--- config.mk ---
export PLATFORM = sky130hd
export DESIGN_NAME = multi_cycle_ctrl
export DESIGN_NICKNAME = d
export VERILOG_FILES = /design/src/rtl/multi_cycle_ctrl_pkg.sv /design/src/rtl/multi_cycle_ctrl_mem_wait_timer.sv /design/src/rtl/multi_cycle_ctrl.sv
export SDC_FILE = /design/constraint.sdc
export NUM_CORES = 1
export LEC_CHECK = 0
export CAP_MARGIN = 30
export CORE_ASPECT_RATIO = 1.2
export CORE_MARGIN = 4
export CORE_UTILIZATION = 30
export CTS_CLUSTER_DIAMETER = 150
export DETAILED_ROUTE_END_ITERATION = 8
export SLEW_MARGIN = 20
export SYNTH_ARGS = -nofsm -noshare
export SYNTH_HDL_FRONTEND = slang
export SYNTH_HIERARCHICAL = 1
export SYNTH_SLANG_ARGS = --single-unit
export TNS_END_PERCENT = 100
--- constraint.sdc ---
create_clock -name clk_i -period 3.1 [get_ports clk_i]
set_input_delay 0.465 -clock clk_i [delete_from_list [all_inputs] [get_ports clk_i]]
set_output_delay 0.465 -clock clk_i [all_outputs]
set_load 0.01 [all_outputs]
--- src/rtl/multi_cycle_ctrl_pkg.sv ---
// ----------------------------------------------------------------------------
// multi_cycle_ctrl_pkg
//   Shared constants for the multi-cycle RV32 sequencer:
//     - OPCODE_*   : RV32 major opcodes handled by the sequencer
//     - ALU_OP_*   : ALU operation class presented to the datapath ALU decoder
//     - CTRL_ST_*  : 3-bit sequencer state encodings
//     - CTRL_ERR_* : sticky trap cause codes reported on Err_o
//   is_legal_opcode() tells DECODE whether an opcode belongs to the subset.
// ----------------------------------------------------------------------------
package multi_cycle_ctrl_pkg;

    // RV32 major opcodes
    localparam logic [6:0] OPCODE_OP     = 7'b0110011;
    localparam logic [6:0] OPCODE_OP_IMM = 7'b0010011;
    localparam logic [6:0] OPCODE_LOAD   = 7'b0000011;
    localparam logic [6:0] OPCODE_STORE  = 7'b0100011;
    localparam logic [6:0] OPCODE_BRANCH = 7'b1100011;

    // ALU operation class; 2'b00 is what the ALU sees outside EXEC
    localparam logic [1:0] ALU_OP_REG = 2'b10;
    localparam logic [1:0] ALU_OP_IMM = 2'b01;

    // Trap cause codes
    localparam logic [1:0] CTRL_ERR_NONE    = 2'd0;
    localparam logic [1:0] CTRL_ERR_ILLEGAL = 2'd1;
    localparam logic [1:0] CTRL_ERR_IMEM_TO = 2'd2;
    localparam logic [1:0] CTRL_ERR_DMEM_TO = 2'd3;

    // Sequencer states
    typedef enum logic [2:0] {
        CTRL_ST_IDLE   = 3'd0,
        CTRL_ST_FETCH  = 3'd1,
        CTRL_ST_DECODE = 3'd2,
        CTRL_ST_EXEC   = 3'd3,
        CTRL_ST_MEM    = 3'd4,
        CTRL_ST_WB     = 3'd5,
        CTRL_ST_TRAP   = 3'd6
    } ctrl_state_e;

    // True for every opcode the sequencer knows how to step through
    function automatic logic is_legal_opcode(input logic [6:0] op);
        logic legal;
        case (op)
            OPCODE_OP, OPCODE_OP_IMM, OPCODE_LOAD,
            OPCODE_STORE, OPCODE_BRANCH: legal = 1'b1;
            default:                     legal = 1'b0;
        endcase
        return legal;
    endfunction

endpackage

--- src/rtl/multi_cycle_ctrl_mem_wait_timer.sv ---
// ----------------------------------------------------------------------------
// mem_wait_timer
//   Wait-state watchdog shared by the FETCH and MEM phases. Counts cycles in
//   which a memory request is outstanding and not yet acknowledged.
//   Ports:
//     clk     in  clock, rising edge
//     rst_n   in  asynchronous active-low reset
//     clear   in  restart the count at zero (takes priority over enable)
//     enable  in  one more cycle spent waiting
//     expired out count has reached MAX_WAIT
//   The counter saturates at MAX_WAIT so it can never wrap back into a
//   "not expired" value if the owner keeps enable high.
// ----------------------------------------------------------------------------
module mem_wait_timer #(
    parameter int unsigned MAX_WAIT = 15
) (
    input  logic clk,
    input  logic rst_n,
    input  logic clear,
    input  logic enable,
    output logic expired
);

    localparam int unsigned W = (MAX_WAIT < 1) ? 1 : $clog2(MAX_WAIT + 1);
    localparam logic [W-1:0] LIMIT = W'(MAX_WAIT);

    logic [W-1:0] count_r;

    // Wait-cycle counter: clear on phase entry, count while waiting, saturate
    always_ff @(posedge clk or negedge rst_n) begin
        if (!rst_n) begin
            count_r <= '0;
        end else if (clear) begin
            count_r <= '0;
        end else if (enable && (count_r != LIMIT)) begin
            count_r <= count_r + W'(1);
        end else begin
            count_r <= count_r;
        end
    end

    assign expired = (count_r == LIMIT);

endmodule

--- src/rtl/multi_cycle_ctrl.sv ---
// ----------------------------------------------------------------------------
// multi_cycle_ctrl
//   Multi-cycle sequencer for the RV32 subset OP, OP-IMM, LOAD, STORE, BRANCH.
//   Steps a shared datapath through FETCH / DECODE / EXEC / MEM / WB, handshakes
//   with instruction and data memories and traps on illegal opcodes or memory
//   wait timeouts. A trap is left only through reset.
//
//   Optional feature macro: MULTI_CYCLE_CTRL_PERF_CNT_EN
//     When defined, adds CycleCnt_o (cycles with Busy_o=1) and InstRet_o
//     (retired instructions, one per PCWrite_o) of width CNT_WIDTH.
//
//   Ports:
//     clk_i        in   clock, rising edge
//     rst_i        in   asynchronous active-low reset
//     start_i      in   leave IDLE and begin fetching
//     halt_i       in   return to IDLE at the next instruction boundary
//     Opcode_i     in   opcode field of the instruction register
//     Zero_i       in   ALU zero flag (branch taken condition)
//     IMemReady_i  in   instruction memory data valid
//     DMemReady_i  in   data memory access complete
//     IMemReq_o    out  instruction fetch request
//     IRWrite_o    out  load instruction register
//     DMemReq_o    out  data memory request
//     DMemWe_o     out  data memory write (qualifies DMemReq_o)
//     ALUSrc_o     out  1 = immediate operand
//     ALUOp_o      out  ALU operation class (ALU_OP_REG / ALU_OP_IMM)
//     RegWrite_o   out  register-file write strobe
//     MemToReg_o   out  write-back selects memory data
//     PCWrite_o    out  PC update strobe (exactly once per instruction)
//     PCSrc_o      out  0 = PC+4, 1 = branch target
//     Busy_o       out  sequencer is neither IDLE nor TRAP
//     Err_o        out  sticky trap cause
//     CycleCnt_o   out  busy-cycle counter (feature build only)
//     InstRet_o    out  retired-instruction counter (feature build only)
//
//   Outputs are decoded from the registered state and latched opcode. The
//   handshake strobes that must coincide with a ready (IRWrite_o, the STORE
//   PCWrite_o) follow the ready input within the same cycle, and PCSrc_o in a
//   branch EXEC follows Zero_i. Because nothing is decoded from the previous
//   cycle, asserting reset clears every strobe immediately.
// ----------------------------------------------------------------------------
module multi_cycle_ctrl
    import multi_cycle_ctrl_pkg::*;
#(
    parameter int unsigned MAX_WAIT = 15
`ifdef MULTI_CYCLE_CTRL_PERF_CNT_EN
    ,
    parameter int unsigned CNT_WIDTH = 32
`endif
) (
    input  logic       clk_i,
    input  logic       rst_i,
    input  logic       start_i,
    input  logic       halt_i,
    input  logic [6:0] Opcode_i,
    input  logic       Zero_i,
    input  logic       IMemReady_i,
    input  logic       DMemReady_i,
    output logic       IMemReq_o,
    output logic       IRWrite_o,
    output logic       DMemReq_o,
    output logic       DMemWe_o,
    output logic       ALUSrc_o,
    output logic [1:0] ALUOp_o,
    output logic       RegWrite_o,
    output logic       MemToReg_o,
    output logic       PCWrite_o,
    output logic       PCSrc_o,
    output logic       Busy_o,
    output logic [1:0] Err_o
`ifdef MULTI_CYCLE_CTRL_PERF_CNT_EN
    ,
    output logic [CNT_WIDTH-1:0] CycleCnt_o,
    output logic [CNT_WIDTH-1:0] InstRet_o
`endif
);

    ctrl_state_e state_r;
    ctrl_state_e state_next_s;
    logic [6:0]  opcode_r;
    logic [1:0]  err_r;
    logic [1:0]  err_code_s;
    logic        timer_clear_s;
    logic        timer_enable_s;
    logic        timer_expired_s;

    // ------------------------------------------------------------------
    // Wait-state watchdog. Restarted whenever FETCH or MEM is entered from
    // a different state; a MEM -> FETCH hand-over (STORE retiring) is a
    // fresh entry and therefore also restarts it.
    // ------------------------------------------------------------------
    assign timer_clear_s  = ((state_next_s == CTRL_ST_FETCH) || (state_next_s == CTRL_ST_MEM))
                            && (state_next_s != state_r);
    assign timer_enable_s = ((state_r == CTRL_ST_FETCH) && !IMemReady_i)
                            || ((state_r == CTRL_ST_MEM) && !DMemReady_i);

    mem_wait_timer #(
        .MAX_WAIT (MAX_WAIT)
    ) u_wait_timer (
        .clk     (clk_i),
        .rst_n   (rst_i),
        .clear   (timer_clear_s),
        .enable  (timer_enable_s),
        .expired (timer_expired_s)
    );

    // State register
    always_ff @(posedge clk_i or negedge rst_i) begin
        if (!rst_i) begin
            state_r <= CTRL_ST_IDLE;
        end else begin
            state_r <= state_next_s;
        end
    end

    // Opcode latch: captured in DECODE, steers EXEC/MEM/WB
    always_ff @(posedge clk_i or negedge rst_i) begin
        if (!rst_i) begin
            opcode_r <= 7'd0;
        end else if (state_r == CTRL_ST_DECODE) begin
            opcode_r <= Opcode_i;
        end else begin
            opcode_r <= opcode_r;
        end
    end

    // Sticky error: written only on the transition into TRAP
    always_ff @(posedge clk_i or negedge rst_i) begin
        if (!rst_i) begin
            err_r <= CTRL_ERR_NONE;
        end else if ((state_r != CTRL_ST_TRAP) && (state_next_s == CTRL_ST_TRAP)) begin
            err_r <= err_code_s;
        end else begin
            err_r <= err_r;
        end
    end

    assign Err_o = err_r;

    // Next-state and output decode
    always_comb begin
        state_next_s = state_r;
        err_code_s   = CTRL_ERR_NONE;
        IMemReq_o    = 1'b0;
        IRWrite_o    = 1'b0;
        DMemReq_o    = 1'b0;
        DMemWe_o     = 1'b0;
        ALUSrc_o     = 1'b0;
        ALUOp_o      = 2'b00;
        RegWrite_o   = 1'b0;
        MemToReg_o   = 1'b0;
        PCWrite_o    = 1'b0;
        PCSrc_o      = 1'b0;
        Busy_o       = 1'b1;

        case (state_r)
            CTRL_ST_IDLE: begin
                Busy_o = 1'b0;
                if (start_i) begin
                    state_next_s = CTRL_ST_FETCH;
                end else begin
                    state_next_s = CTRL_ST_IDLE;
                end
            end

            CTRL_ST_FETCH: begin
                IMemReq_o = 1'b1;
                // A ready arriving on the expiry cycle still wins
                if (IMemReady_i) begin
                    IRWrite_o    = 1'b1;
                    state_next_s = CTRL_ST_DECODE;
                end else if (timer_expired_s) begin
                    err_code_s   = CTRL_ERR_IMEM_TO;
                    state_next_s = CTRL_ST_TRAP;
                end else begin
                    state_next_s = CTRL_ST_FETCH;
                end
            end

            CTRL_ST_DECODE: begin
                if (is_legal_opcode(Opcode_i)) begin
                    state_next_s = CTRL_ST_EXEC;
                end else begin
                    err_code_s   = CTRL_ERR_ILLEGAL;
                    state_next_s = CTRL_ST_TRAP;
                end
            end

            CTRL_ST_EXEC: begin
                case (opcode_r)
                    OPCODE_OP: begin
                        ALUOp_o      = ALU_OP_REG;
                        state_next_s = CTRL_ST_WB;
                    end
                    OPCODE_OP_IMM: begin
                        ALUSrc_o     = 1'b1;
                        ALUOp_o      = ALU_OP_IMM;
                        state_next_s = CTRL_ST_WB;
                    end
                    OPCODE_LOAD, OPCODE_STORE: begin
                        ALUSrc_o     = 1'b1;
                        ALUOp_o      = ALU_OP_IMM;
                        state_next_s = CTRL_ST_MEM;
                    end
                    OPCODE_BRANCH: begin
                        ALUOp_o      = ALU_OP_REG;
                        PCWrite_o    = 1'b1;
                        PCSrc_o      = Zero_i;
                        state_next_s = halt_i ? CTRL_ST_IDLE : CTRL_ST_FETCH;
                    end
                    default: begin
                        // Latched opcode was screened in DECODE; reaching here means corruption
                        err_code_s   = CTRL_ERR_ILLEGAL;
                        state_next_s = CTRL_ST_TRAP;
                    end
                endcase
            end

            CTRL_ST_MEM: begin
                DMemReq_o = 1'b1;
                DMemWe_o  = (opcode_r == OPCODE_STORE);
                if (DMemReady_i) begin
                    if (opcode_r == OPCODE_STORE) begin
                        // STORE retires here; it has no write-back phase
                        PCWrite_o    = 1'b1;
                        state_next_s = halt_i ? CTRL_ST_IDLE : CTRL_ST_FETCH;
                    end else begin
                        state_next_s = CTRL_ST_WB;
                    end
                end else if (timer_expired_s) begin
                    err_code_s   = CTRL_ERR_DMEM_TO;
                    state_next_s = CTRL_ST_TRAP;
                end else begin
                    state_next_s = CTRL_ST_MEM;
                end
            end

            CTRL_ST_WB: begin
                RegWrite_o   = 1'b1;
                MemToReg_o   = (opcode_r == OPCODE_LOAD);
                PCWrite_o    = 1'b1;
                state_next_s = halt_i ? CTRL_ST_IDLE : CTRL_ST_FETCH;
            end

            CTRL_ST_TRAP: begin
                Busy_o       = 1'b0;
                state_next_s = CTRL_ST_TRAP;
            end

            default: begin
                // Unused encoding: park in the safe state
                Busy_o       = 1'b0;
                err_code_s   = CTRL_ERR_ILLEGAL;
                state_next_s = CTRL_ST_TRAP;
            end
        endcase
    end

`ifdef MULTI_CYCLE_CTRL_PERF_CNT_EN
    logic [CNT_WIDTH-1:0] cycle_cnt_r;
    logic [CNT_WIDTH-1:0] inst_ret_r;

    // Busy-cycle counter, wraps naturally
    always_ff @(posedge clk_i or negedge rst_i) begin
        if (!rst_i) begin
            cycle_cnt_r <= '0;
        end else if (Busy_o) begin
            cycle_cnt_r <= cycle_cnt_r + CNT_WIDTH'(1);
        end else begin
            cycle_cnt_r <= cycle_cnt_r;
        end
    end

    // Retired-instruction counter: every instruction strobes PCWrite_o once
    always_ff @(posedge clk_i or negedge rst_i) begin
        if (!rst_i) begin
            inst_ret_r <= '0;
        end else if (PCWrite_o) begin
            inst_ret_r <= inst_ret_r + CNT_WIDTH'(1);
        end else begin
            inst_ret_r <= inst_ret_r;
        end
    end

    assign CycleCnt_o = cycle_cnt_r;
    assign InstRet_o  = inst_ret_r;
`else
    // Performance counters are not built in this configuration.
`endif

endmodule
# Yosys cells after proc, flatten, opt, wreduce, memory -nomap -nowiden
# Cells that the tools add are included.
op_classes:
  n_reduce_logical: 19
  n_mux: 39
  eq_ne: 23
  n_addsub: 1
ops:
  columns: ["op", "n"]
  rows:
  - ["== test 7 x 6 -> 1 bit, second input constant", 4]
  - ["2-to-1 mux 1 bit", 21]
  - ["case mux 3 bit (6 select lines)", 1]
  - ["== test 3 bit, second input constant", 5]
  - ["2-to-1 mux 3 bit", 5]
  - ["OR reduction 5 bit", 3]
  - ["== test 7 x 2 -> 1 bit, second input constant", 2]
  - ["== test 7 x 5 -> 1 bit, second input constant", 2]
  - ["== test 7 bit, second input constant", 2]
  - ["2-to-1 mux 2 bit", 6]
  - ["case mux 2 bit (5 select lines)", 1]
  - ["case mux 3 bit (3 select lines)", 1]
  - ["2-to-1 mux 4 bit", 2]
  - ["== test 3 x 1 -> 1 bit, second input constant", 2]
  - ["== test 3 x 2 -> 1 bit, second input constant", 2]
  - ["OR reduction 2 bit", 3]
  - ["OR reduction 3 bit", 2]
  - ["logical AND 1 bit", 5]
  - ["adder 4 x 1 -> 4 bit, second input constant", 1]
  - ["== test 4 bit, second input constant", 1]
  - ["!= test 4 bit, second input constant", 1]
  - ["case mux 2 bit (2 select lines)", 1]
  - ["logical NOT 3 bit", 1]
  - ["!= test 3 bit", 1]
  - ["other kinds (5)", 7]
totals:
  output_inout_bits: 14
  register_bits: 16
  wordCells: 86
  inputBits: 14

# Logic depth before layout (Yosys ltp)
depth:
  word_depth: 10
  ltp_mapped: 10
  depth_no_buf: 10

# Hierarchy
# Netlist, hierarchy kept.
by_module_without_submodules:
  columns: ["module", "area_each_um2", "cells_per_inst", "n_inst"]
  rows:
  - ["multi_cycle_ctrl", 855.8, 107, 1]
  - ["mem_wait_timer", 229.0, 20, 1]

# Worst setup path before layout
# OpenSTA, ideal clock, no wires.
synth_timing:
  path_kind: "reg-to-reg"
  from: "register u_wait_timer.count_r[0]"
  to: "register u_wait_timer.count_r[0]"
  synth_period_minus_slack_ps: 2593
  setup_time_ps: 125
  arrival_time_ps: 2468
  t_required_ps: 2975
  path_slack_ps: 507
  n_path_buf: 0
  stages_incl_launch_ff: 11
  cell_sequence: "dfrtp_1 -> ha_1 -> and3_4 -> or2_2 -> a211oi_1 -> a41o_1 -> inv_1 -> or4_1 -> mux2i_1 -> nor2b_1 -> mux2_4"
synth_via:
  elab_chain_len: 8
  elab_cells_between_ends: 17
synth_lines:
  columns: ["element", "line_no", "source"]
  rows:
  - ["start: declaration", "multi_cycle_ctrl_mem_wait_timer.sv:27", "logic [W-1:0] count_r;"]
  - ["start signal: assignment", "multi_cycle_ctrl_mem_wait_timer.sv:36", "count_r <= count_r + W'(1);"]
  - ["start signal: assignment", "multi_cycle_ctrl_mem_wait_timer.sv:38", "count_r <= count_r;"]
  - ["== test 4 bit *", "multi_cycle_ctrl_mem_wait_timer.sv:42", "assign expired = (count_r == LIMIT);"]
  - ["via timer_expired_s", "multi_cycle_ctrl.sv:85", "logic timer_expired_s;"]
  - ["2-to-1 mux 2 bit or 2-to-1 mux 3 bit (tied branches)", "multi_cycle_ctrl.sv:230, multi_cycle_ctrl.sv:172", null]
  - ["2-to-1 mux 3 bit (on tied branches)", "multi_cycle_ctrl.sv:222, multi_cycle_ctrl.sv:169", null]
  - ["case mux 3 bit (6 select lines) *", "multi_cycle_ctrl.sv:156", "case (state_r)"]
  - ["via state_next_s[1]", "multi_cycle_ctrl.sv:79", "ctrl_state_e state_next_s;"]
  - ["== test 3 x 1 -> 1 bit or == test 3 bit (tied branches)", "multi_cycle_ctrl.sv:92", "assign timer_clear_s = ((state_next_s == CTRL_ST_FETCH) || (state_next_s == CTRL_ST_MEM))"]
  - ["logical OR 1 bit", "multi_cycle_ctrl.sv:92", null]
  - ["logical AND 1 bit *", "multi_cycle_ctrl.sv:93", "&& (state_next_s != state_r);"]
  - ["via timer_clear_s", "multi_cycle_ctrl.sv:83", "logic timer_clear_s;"]
  - ["2-to-1 mux 4 bit or nonzero test 2 bit (tied branches)", null, null]
# The timed path passes the listed nets; every way through them passes the cells marked *. The select of a mux whose other input is x is not followed.
# A chain may end at the register's enable or synchronous reset.

# Worst setup path after layout
layout_timing:
  from: "input Opcode_i[5]"
  to: "register u_wait_timer.count_r[0]"
layout_via:
  elab_chain_len: 10
  elab_cells_between_ends: 17
layout_lines:
  columns: ["element", "line_no", "source"]
  rows:
  - ["start: declaration", "multi_cycle_ctrl.sv:55", "input logic [6:0] Opcode_i,"]
  - ["== test 7 x 6 -> 1 bit (tied with other cells)", "multi_cycle_ctrl_pkg.sv:43", "case (op)"]
  - ["OR reduction 5 bit *", "multi_cycle_ctrl_pkg.sv:43", null]
  - ["2-to-1 mux 1 bit *", "multi_cycle_ctrl_pkg.sv:43", null]
  - ["2-to-1 mux 1 bit *", "multi_cycle_ctrl.sv:156", null]
  - ["2-to-1 mux 3 bit *", "multi_cycle_ctrl.sv:181", "if (is_legal_opcode(Opcode_i)) begin"]
  - ["case mux 3 bit (6 select lines) *", "multi_cycle_ctrl.sv:156", null]
  - ["== test 3 x 1 -> 1 bit or == test 3 bit (tied branches)", "multi_cycle_ctrl.sv:92", null]
  - ["logical OR 1 bit", "multi_cycle_ctrl.sv:92", null]
  - ["logical AND 1 bit *", "multi_cycle_ctrl.sv:93", null]
  - ["via timer_clear_s", "multi_cycle_ctrl.sv:83", null]
  - ["2-to-1 mux 4 bit or nonzero test 2 bit (tied branches)", null, null]
# Marks and branches as above.

==> results.toml <==
[outcome]
status = "complete, no violations"

[yosys]
ys.flop_type = "dfrtp_1"
yosysTopAreaCell = "dfrtp_1"
synthArstFlopShare_pct = 100
synth_nets = 142
synth_top_area_share_pct = 36.9
synth_edf_count = 0
ys_seq_area_share_pct = 36.9
synth_cells = 127
synth_area_leaders = "dfrtp_1 (37%), nand2_1 (10%), nand2b_1 (2.9%), nor2b_1 (2.9%), nor2_1 (2.4%)"
avgSynthCellArea_um2 = 8.54
ys_warn_count = 6
ys_ff_latch = 16
synthDistinctLibCells = 47
synthesis.area_um2 = 1080

[floorplan]
rows = 23
dieHeight_um = 73.9
fp.dieW_um = 62.9
io_pins = 28
start_util_pct = 31.7
core_um2 = 3420
die_area_um2 = 4650

[critical_path]
cp-endpoint = "u_wait_timer/count_r[0]"
cp-end-kind = "flip-flop"
cp-startpoint = "Opcode_i[5]"
r2r-start = "u_wait_timer/count_r[0]"
cp_cell_sequence = "clkdlybuf4s50_1 -> nand2b_4 -> a2111o_1 -> a221o_1 -> or4_1 -> mux2i_1 -> nor2b_1 -> mux2_4"
r2r-end = "u_wait_timer/count_r[0]"
path_max_fanout = 3
worst-r2r-cell-count = 10
crit_arrival_ns = 2.88
cp-start-kind = "primary input"
crit_required_ns = 3.24
slowest_stage = "clkdlybuf4s50_1"
crit_type = "in -> reg"
slowest_delay_ns = 0.52
ff2ff_setup_slack_ns = 0.38

[grt]
antenna_found_initial = 0
grt_usage_pct = 12.4
grt_pass1_wl_um = 4600
grt_pass1_vias = 1018
grt.overflow.total = 0
grt_max_degree = 17

[sta]
hold_viol_final = 0
final.period_utilization_pct = 88.6
worst_pin_slew_ns = 0.767
maxSlewViolCount = 0
min_period_ns = 2.75
timing.slew.headroom_pct = 48.7
holdWs_ns = 0.472
setup_viol = 0
rsz0062_at_grt = "no"
max_freq_ghz = 0.364
finalSetupTns_ns = 0
worst_clock_skew_ns = 0.00271

[drt]
routed_wl_um = 2740
drtIter0Drc = 61
drt-pass1-iter-count = 4
ant_nets = 0
drc = 0
routedWlPerCell_um = 14.2
vias = 977
routed_via_density = 5.06

[clock_tree]
clk_latency_ns = 0.25
cts_buffers = 3
clkTransAtPathRegs_ns = 0.07
cts_tree = "yes"
cts_hold_repair.buffers = 0
cts-root-buf = "clkbuf_8"
cts_setup_buffers = 0
clock_sinks = 16
cts_resized = 0
htree_levels = 1
clock_path_buffers = 2

[placement]
dp_cells = 189
dp.final_hpwl_um = 2100
gp_routability_congestion = 0.804
port_buffers = 27
dpl_cell_area_um2 = 1390

[worst_hold_path]
hold_path.class = "reg -> reg"

[layout]
antenna_cells = 0
mostFrequentLayoutCell = "nand2_1"
fill_cells = 356
nets = 172
syn2layout_area_growth_pct = 33.3
final_cell_mix = "nand2_1 (30), clkdlybuf4s50_1 (27), dfrtp_1 (16)"
design_area_um2 = 1450
finalNonFillerCells = 193
drive_above_1_share_pct = 11.5

[power_and_ir_drop]
power_density_nw_per_um2 = 734
ir_drop_mv = 0.302
p_leak_nw = 0.610
power_w = 0.00106

[flow_run]
cap_violations = 0
[worst max-delay path, delay by kind of cell]
kind / cells / cell delay [ns]
multiplexers: 2 / 0.50
buffers and inverters: 1 / 0.52
AO/OA/AOI/OAI: 2 / 0.80
AND/OR/NAND/NOR: 3 / 0.59
[synth_stat cells, drive strengths merged, types with 2 or more instances]
| cell type | instances |
|---|---|
| nand2 | 30 |
| nor2b | 6 |
| o22ai | 2 |
| mux2i | 2 |
| a21oi | 5 |
| clkbuf | 2 |
| buf | 2 |
| nand3b | 2 |
| nand3 | 2 |
| a211oi | 2 |
| nor2 | 7 |
| nand2b | 6 |
| dfrtp | 16 |
| nor3b | 3 |
| and2 | 2 |
| inv | 6 |
| a31oi | 2 |
| or2 | 3 |
| nor3 | 3 |
| o21ai | 2 |
[area by class of cell]
type                            count  area, um^2  share of cell area, %
Sequential cell                    16         400                   27.7
Tap cell                           37        46.3                   3.20
Inverter                            6        22.5                   1.56
Multi-Input combinational cell    100         629                   43.5
Timing Repair Buffer               30         293                   20.2
Clock buffer                        4        55.1                   3.81
[registers in the layout, indices dropped and copies added (netlist names)]
| name | count |
|---|---|
| state_r | 3 |
| opcode_r | 7 |
| u_wait_timer/count_r | 4 |
| Err_o | 2 |
[per-stage QoR]
stage / setup slack, ns / utilization, %
after floorplan: 0.507 / -
after global placement: 0.111 / 40.6
after CTS: 0.362 / 42.2
after global routing: 0.249 / 42.2
final: 0.353 / 42.2
after detailed placement: 0.0919 / 40.6
[kinds of logic after synthesis]
kind of cell	after synthesis	share of synthesized area (%)
simple gates	74	38.9
compound gates	22	14.8
flops	16	36.9
buf+inv	11	5.07
mux	3	3.23
fa+ha+maj	1	1.15
[power by group]
group	internal, W	switching [W]	leakage [nW]
clock	0.000113	0.0000733	0.0288
combinational	0.000254	0.000246	0.383
sequential	0.000280	0.0000964	0.198
total	0.000647	0.000416	0.610
[metal layers]
metal  share of wire, %  GRT usage (%)
met1                 46           15.3
met2                 50           21.8
met3                2.7           1.68
met4               0.62           5.15
met5                  0              0
[worst min path at each step]
stage                       end  cells after the start         from  slack [ns]
finish              opcode_r[0]                      2  opcode_r[0]        0.47
CTS                 opcode_r[0]                      2  opcode_r[0]        0.48
global route        opcode_r[0]                      2  opcode_r[0]        0.50
global placement    opcode_r[0]                      2  opcode_r[0]        0.46
detailed placement  opcode_r[0]                      2  opcode_r[0]        0.46
floorplan              Err_o[0]                      0        rst_i        0.17
Note: power is estimated with default switching activity, not from simulation.
